**src/rtl/serial_cmp_pkg.sv**
```systemverilog
// Shared types for the bit-serial magnitude comparator: relation and FSM state
// encodings plus the per-bit decision helper.
package serial_cmp_pkg;

  typedef enum logic [1:0] {
    REL_EQ = 2'b00,
    REL_LT = 2'b01,
    REL_GT = 2'b10
  } rel_t;

  typedef enum logic [1:0] {
    IDLE = 2'b00,
    RUN  = 2'b01,
    DONE = 2'b10
  } state_t;

  // Relation implied by one bit pair; invert flips the sense for a sign bit.
  function automatic rel_t decide_bit(input logic a_bit, input logic b_bit,
                                      input logic invert);
    logic a_wins;
    if (a_bit == b_bit) return REL_EQ;
    a_wins = a_bit ^ invert;
    return a_wins ? REL_GT : REL_LT;
  endfunction

endpackage

```
**src/rtl/piso_shift_reg.sv**
```systemverilog
// Parallel-in, serial-out shift register presenting its MSB; shifts left with
// zero fill.
module piso_shift_reg #(
  parameter int WIDTH = 32
) (
  input  logic             clk,
  input  logic             rst,
  input  logic             load_i,
  input  logic             shift_i,
  input  logic [WIDTH-1:0] par_i,
  output logic             msb_o
);

  logic [WIDTH-1:0] data_q;
  logic [WIDTH-1:0] data_d;

  always_comb begin
    data_d = data_q;
    if (load_i)       data_d = par_i;
    else if (shift_i) data_d = {data_q[WIDTH-2:0], 1'b0};
  end

  always_ff @(posedge clk or posedge rst) begin
    if (rst) data_q <= '0;
    else     data_q <= data_d;
  end

  assign msb_o = data_q[WIDTH-1];

endmodule

```
**src/rtl/serial_magnitude_comparator.sv**
```systemverilog
// MSB-first bit-serial magnitude comparator, unsigned or two's-complement per
// operation. Optional macro EARLY_EXIT_EN finishes as soon as the relation is known.
module serial_magnitude_comparator
  import serial_cmp_pkg::*;
#(
  parameter int WIDTH = 32
) (
  input  logic             clk,
  input  logic             rst,
  input  logic             start,
  input  logic             signed_mode,
  input  logic [WIDTH-1:0] a,
  input  logic [WIDTH-1:0] b,
  output logic             busy,
  output logic             done,
  output logic             lt,
  output logic             eq,
  output logic             gt
);

  localparam int CNT_W = $clog2(WIDTH);
  localparam logic [CNT_W-1:0] LAST_IDX = CNT_W'(WIDTH - 1);

  state_t           state_q, state_d;
  rel_t             rel_q, rel_d;
  logic [CNT_W-1:0] count_q, count_d;
  logic             sm_q, sm_d;
  logic             lt_q, eq_q, gt_q;
  logic             load, shift, res_ld;
  logic             a_msb, b_msb;
  rel_t             bit_rel;

  piso_shift_reg #(.WIDTH(WIDTH)) u_sr_a (
    .clk     (clk),
    .rst     (rst),
    .load_i  (load),
    .shift_i (shift),
    .par_i   (a),
    .msb_o   (a_msb)
  );

  piso_shift_reg #(.WIDTH(WIDTH)) u_sr_b (
    .clk     (clk),
    .rst     (rst),
    .load_i  (load),
    .shift_i (shift),
    .par_i   (b),
    .msb_o   (b_msb)
  );

  always_ff @(posedge clk or posedge rst) begin
    if (rst) begin
      state_q <= IDLE;
      rel_q   <= REL_EQ;
      count_q <= '0;
      sm_q    <= 1'b0;
      lt_q    <= 1'b0;
      eq_q    <= 1'b0;
      gt_q    <= 1'b0;
    end else begin
      state_q <= state_d;
      rel_q   <= rel_d;
      count_q <= count_d;
      sm_q    <= sm_d;
      if (res_ld) begin
        lt_q <= (rel_d == REL_LT);
        eq_q <= (rel_d == REL_EQ);
        gt_q <= (rel_d == REL_GT);
      end
    end
  end

  always_comb begin
    state_d = state_q;
    rel_d   = rel_q;
    count_d = count_q;
    sm_d    = sm_q;
    load    = 1'b0;
    shift   = 1'b0;
    res_ld  = 1'b0;
    // Only the very first bit of a signed operand is a sign bit.
    bit_rel = decide_bit(a_msb, b_msb, sm_q && (count_q == '0));
    case (state_q)
      IDLE, DONE: begin
        if (start) begin
          load    = 1'b1;
          sm_d    = signed_mode;
          rel_d   = REL_EQ;
          count_d = '0;
          state_d = RUN;
        end else begin
          state_d = IDLE;
        end
      end
      RUN: begin
        shift   = 1'b1;
        count_d = count_q + CNT_W'(1);
        if (rel_q == REL_EQ) rel_d = bit_rel;
`ifdef EARLY_EXIT_EN
        if ((count_q == LAST_IDX) || (rel_q == REL_EQ && bit_rel != REL_EQ)) begin
          state_d = DONE;
          res_ld  = 1'b1;
        end
`else
        if (count_q == LAST_IDX) begin
          state_d = DONE;
          res_ld  = 1'b1;
        end
`endif
      end
      default: state_d = IDLE;
    endcase
  end

  always_comb begin
    busy = (state_q == RUN);
    done = (state_q == DONE);
  end

  assign lt = lt_q;
  assign eq = eq_q;
  assign gt = gt_q;

endmodule

```
**config.mk**
```make
export PLATFORM = sky130hd
export DESIGN_NAME = serial_magnitude_comparator
export DESIGN_NICKNAME = d
export VERILOG_FILES = /design/src/rtl/serial_cmp_pkg.sv /design/src/rtl/piso_shift_reg.sv /design/src/rtl/serial_magnitude_comparator.sv
export SDC_FILE = /design/constraint.sdc
export NUM_CORES = 1
export LEC_CHECK = 0
export BUFFER_PORTS_ARGS = -buffer_cell sky130_fd_sc_hd__buf_2
export CELL_PAD_IN_SITES_DETAIL_PLACEMENT = 0
export CELL_PAD_IN_SITES_GLOBAL_PLACEMENT = 1
export CORE_AREA = 3 3 127 104
export CTS_CLUSTER_SIZE = 12
export DETAILED_ROUTE_END_ITERATION = 7
export DIE_AREA = 0 0 130 107
export PLACE_DENSITY_LB_ADDON = 0.1
export SLEW_MARGIN = 20
export SYNTH_ARGS = -nofsm -noshare
export SYNTH_HDL_FRONTEND = slang
export SYNTH_SLANG_ARGS = --single-unit
```
**constraint.sdc**
```tcl
create_clock -name clk -period 3.95 [get_ports clk]
set_clock_uncertainty 0.05 [all_clocks]
set_input_delay 0 -clock clk [delete_from_list [all_inputs] [get_ports clk]]
set_output_delay 0 -clock clk [all_outputs]
set_load 0.05 [all_outputs]
```
==> results.txt <==
----------------------------------------------------
[Status]
  Status ... finished clean

[Worst hold path]
  Classification of the worst-slack hold path ... in -> reg

[Synth]
  Net count after synthesis ... a little under 500
  Cell count after synthesis ... between 400 and 500
  Flip-flop and latch count after synthesis ... between 70 and 80
  Top cells by area, synth ... sky130_fd_sc_hd__dfrtp_1 (54%), sky130_fd_sc_hd__nand2_1 (13%), sky130_fd_sc_hd__a31oi_1 (11%), sky130_fd_sc_hd__nor2_1 (6.4%), sky130_fd_sc_hd__buf_2 (2.5%)
  Area share of the largest cell type after synthesis ... 0.537
  Area leader, netlist ... sky130_fd_sc_hd__dfrtp_1
  Part of the Yosys area used for sequential elements ... 0.537
  Distinct cell type count of the synthesized netlist ... 33
  Combined area of all synthesized cells ... between 3000 and 4000 um2
  Synthesized area divided by synthesized cell count ... 8.73 um2
  Yosys warns ... 0

[Timing]
  Worst-margin pin slew ... 0.810 ns
  Number of failing setup endpoints in the final timing report ... 0
  Min cycle time layout ... about 2.1 ns
  Maximum operating frequency ... approximately 480 MHz
  Final worst hold slack ... approximately 0.16 ns
  Setup repair after global routing missed its margin ... no
  TNS Setup ... 0 ns
  Final hold violations ... 0
  Final clock period utilization by the worst path ... 0.525
  Worst slew slack as a fraction of its limit ... 0.460
  Final Max Slew Viols ... 0

[Pwr]
  Static Leakage ... approximately 2.3 nW
  Share of total power in combinational logic ... 0.332
  Part of the total power dissipated in the clock network ... 0.234
  Power density of the placed cells ... ~660 nW/um2
  Switch Pwr ... around 1.2 mW
  Largest voltage drop on the vdd net ... between 0.2 and 0.25 mV
  Sequential group share of total power ... 0.433
  Power consumption ... roughly 3.2 mW
  Switching share of total power ... 0.359
  Internal power ... a little over 2 mW

[Floorplanning]
  Number of ports placed on the die boundary ... 73
  Initial core utilization ... 0.296
  Rows ... 36
  Die Span X ... ~130 um
  Core Region ... between 10000 and 15000 um2
  Y dimension of the die ... ~110 um
  Die area ... approximately 14000 um2

[Layout]
  Final-stage net count ... a little over 600
  Layout-stage area growth over the synthesis result ... 37.4%
  ANT cells ... 0
  Share of post-route cells with drive strength above 1 ... 0.180
  Final Util ... 0.407
  Most frequent standard cell in the layout excluding fill and tap cells ... sky130_fd_sc_hd__nand2_1
  Leading cell types in the layout, fill and taps excluded ... sky130_fd_sc_hd__nand2_1 (129), sky130_fd_sc_hd__dfrtp_1 (77), sky130_fd_sc_hd__buf_2 (72)

[Setup path]
  Path type of the worst setup path ... reg -> reg
  Count of buffer and inverter cells on the critical path ... 2
  Critical path's slowest cell ... sky130_fd_sc_hd__inv_2
  Cell chain of the critical path ... nand2b_2 -> inv_2 -> buf_4 -> nand2_1 -> a31oi_1
  Worst path max stage delay ... about 0.55 ns
  Cell class contributing the biggest share of worst-path delay ... buffers and inverters
  Biggest fanout along the worst timing path ... 45
  Endpoint class of the critical path ... flop
  Critical path data arrival time ... 2.27 ns
  Data required time of the critical path ... 4.15 ns
  Worst Setup Start Kind ... flop
  Worst setup slack for register-to-register paths ... ~1.9 ns

[Drt]
  Total detailed-routing wirelength ... between 9000 and 10000 um
  Via count ... roughly 3200
  Final ANT Viol Nets ... 0
  Routed vias/inst ... 4.70
  Wire length per cell ... 13.4 um
  Total DRC errors in the routed layout ... 0
  Iteration count of the initial detailed-routing pass ... 6
  Number of DRC violations after detailed-routing iteration 0 ... roughly 170

[GRT]
  Total grt overflow ... 0
  Largest net degree at the start of global routing ... a little under 70
  GRT Resource Usage Total ... 0.144
  Number of antenna violations at the first check in global routing ... 0
  Wire length of the first global-routing pass ... about 16000 um
  Vias in the first global route ... between 3000 and 4000

[Clock network]
  Clock Tree Buf Depth ... 2
  Post-cts hold buffer count ... 66
  Clock edge transition at the registers on the reported setup and hold paths ... 0.06 ns
  Clock insertion delay at the later pin of the skew report ... ~0.33 ns
  CTS tree ... built
  Deepest level of the CTS H-tree ... 3
  Number of sinks on the clock net ... 77
  # resized after CTS ... 0
  Cell at the root of the clock tree ... sky130_fd_sc_hd__clkbuf_16
  Post-CTS Setup Inserts ... 0
  Clock buffers created by TritonCTS ... 9

[Place]
  Weighted congestion reported at the end of routability-driven placement ... ~0.7
  Half-perimeter wire length after detailed placement ... roughly 5600 um
  Count of input and output buffers ... 72

[Run]
  Max-Cap Viols ... 0

----------------------------------------------------
==> stage by stage <==
stage | worst slack [ns] | area [um2] | instances
6_report | 1.88 | 4930 | 691
3_3_place_gp | 1.87 | 4000 | 611
4_1_cts | 1.85 | 4930 | 691
2_1_floorplan | 1.93 | 3590 | 411
3_5_place_dp | 1.86 | 4000 | 611
5_1_grt | 1.65 | 4930 | 691
==> area by class of cell <==
cell class	count	area (um2)
inverters	6	23.8
clock inverters	2	10.0
flip-flops and latches	77	1930
repair buffers	143	1060
fillers	1222	7190
clock buffers	12	256
multi-input cells	299	1460
well taps	152	190
==> path summary, 6_finish.rpt <==
check                      cells past startpoint           endpoint        from
setup / recovery                               5   u_sr_a.data_q[5]  state_q[1]
hold / removal                                 4               sm_q       start
setup reg to reg                               5   u_sr_a.data_q[5]  state_q[1]
hold reg to reg                                2               sm_q        sm_q
max in group asynchronous                      4   u_sr_b.data_q[6]         rst
min in group asynchronous                      3  u_sr_a.data_q[15]         rst
==> synthesized netlist by cell type <==
cell and count:
sky130_fd_sc_hd__a21oi_1 3, sky130_fd_sc_hd__a22o_1 4, sky130_fd_sc_hd__a22oi_1 3, sky130_fd_sc_hd__a31oi_1 61, sky130_fd_sc_hd__a41oi_1 1, sky130_fd_sc_hd__and2_1 1, sky130_fd_sc_hd__and3_1 1, sky130_fd_sc_hd__buf_2 18
sky130_fd_sc_hd__buf_4 6, sky130_fd_sc_hd__buf_6 4, sky130_fd_sc_hd__clkbuf_1 1, sky130_fd_sc_hd__dfrtp_1 77, sky130_fd_sc_hd__ha_1 3, sky130_fd_sc_hd__inv_1 5, sky130_fd_sc_hd__inv_2 1, sky130_fd_sc_hd__mux2_2 1
sky130_fd_sc_hd__mux2i_1 2, sky130_fd_sc_hd__nand2_1 129, sky130_fd_sc_hd__nand2b_1 1, sky130_fd_sc_hd__nand2b_2 1, sky130_fd_sc_hd__nand3_1 8, sky130_fd_sc_hd__nand3b_1 1, sky130_fd_sc_hd__nand4_1 3, sky130_fd_sc_hd__nor2_1 61
sky130_fd_sc_hd__nor2b_1 2, sky130_fd_sc_hd__nor2b_4 1, sky130_fd_sc_hd__nor3_1 1, sky130_fd_sc_hd__nor4b_2 1, sky130_fd_sc_hd__nor4bb_1 2, sky130_fd_sc_hd__o211ai_1 2, sky130_fd_sc_hd__o21ai_0 4, sky130_fd_sc_hd__or3_1 1
sky130_fd_sc_hd__or4_1 1
==> tightest hold or removal path: stages <==
cell,delay (ns)
sky130_fd_sc_hd__buf_2,0.12
sky130_fd_sc_hd__nor2b_1,0.23
sky130_fd_sc_hd__nand2_1,0.11
sky130_fd_sc_hd__nand2_1,0.04
==> power by group through the flow <==
stage / registers (mW) / logic, mW / clock network [mW]
after floorplan: 1.40 / 0.824 / 0
after global placement: 1.42 / 1.03 / 0
after detailed placement: 1.41 / 1.05 / 0
after CTS: 1.40 / 1.10 / 0.784
after global routing: 1.46 / 1.25 / 0.814
final: 1.40 / 1.08 / 0.759
==> sequential cells by signal, summed over array words and instances, names as in the netlist <==
signal,count
rel_q,2
eq,1
u_sr_a.data_q,32
state_q,2
sm_q,1
gt,1
u_sr_b.data_q,32
lt,1
count_q,5
==> layer usage <==
layer  routed length [um]  global-route usage
met1                 4810               0.210
met5                    0                   0
met2                 3970               0.206
met3                  389              0.0403
met4                  121              0.0460
==> kinds of logic (layout without fill, tap and decap cells) <==
logic type                 Yosys count  in the layout  share of synthesized area
DFF                                 77             77                      0.537
muxes                                3              3                    0.00872
and+or+nand+nor                    215            215                      0.247
buffers and inverters               35            163                     0.0575
adders and majority gates            3              3                     0.0105
AOI/OAI and AO/OA                   78             78                      0.139
Power figures use the tool's default switching activity.
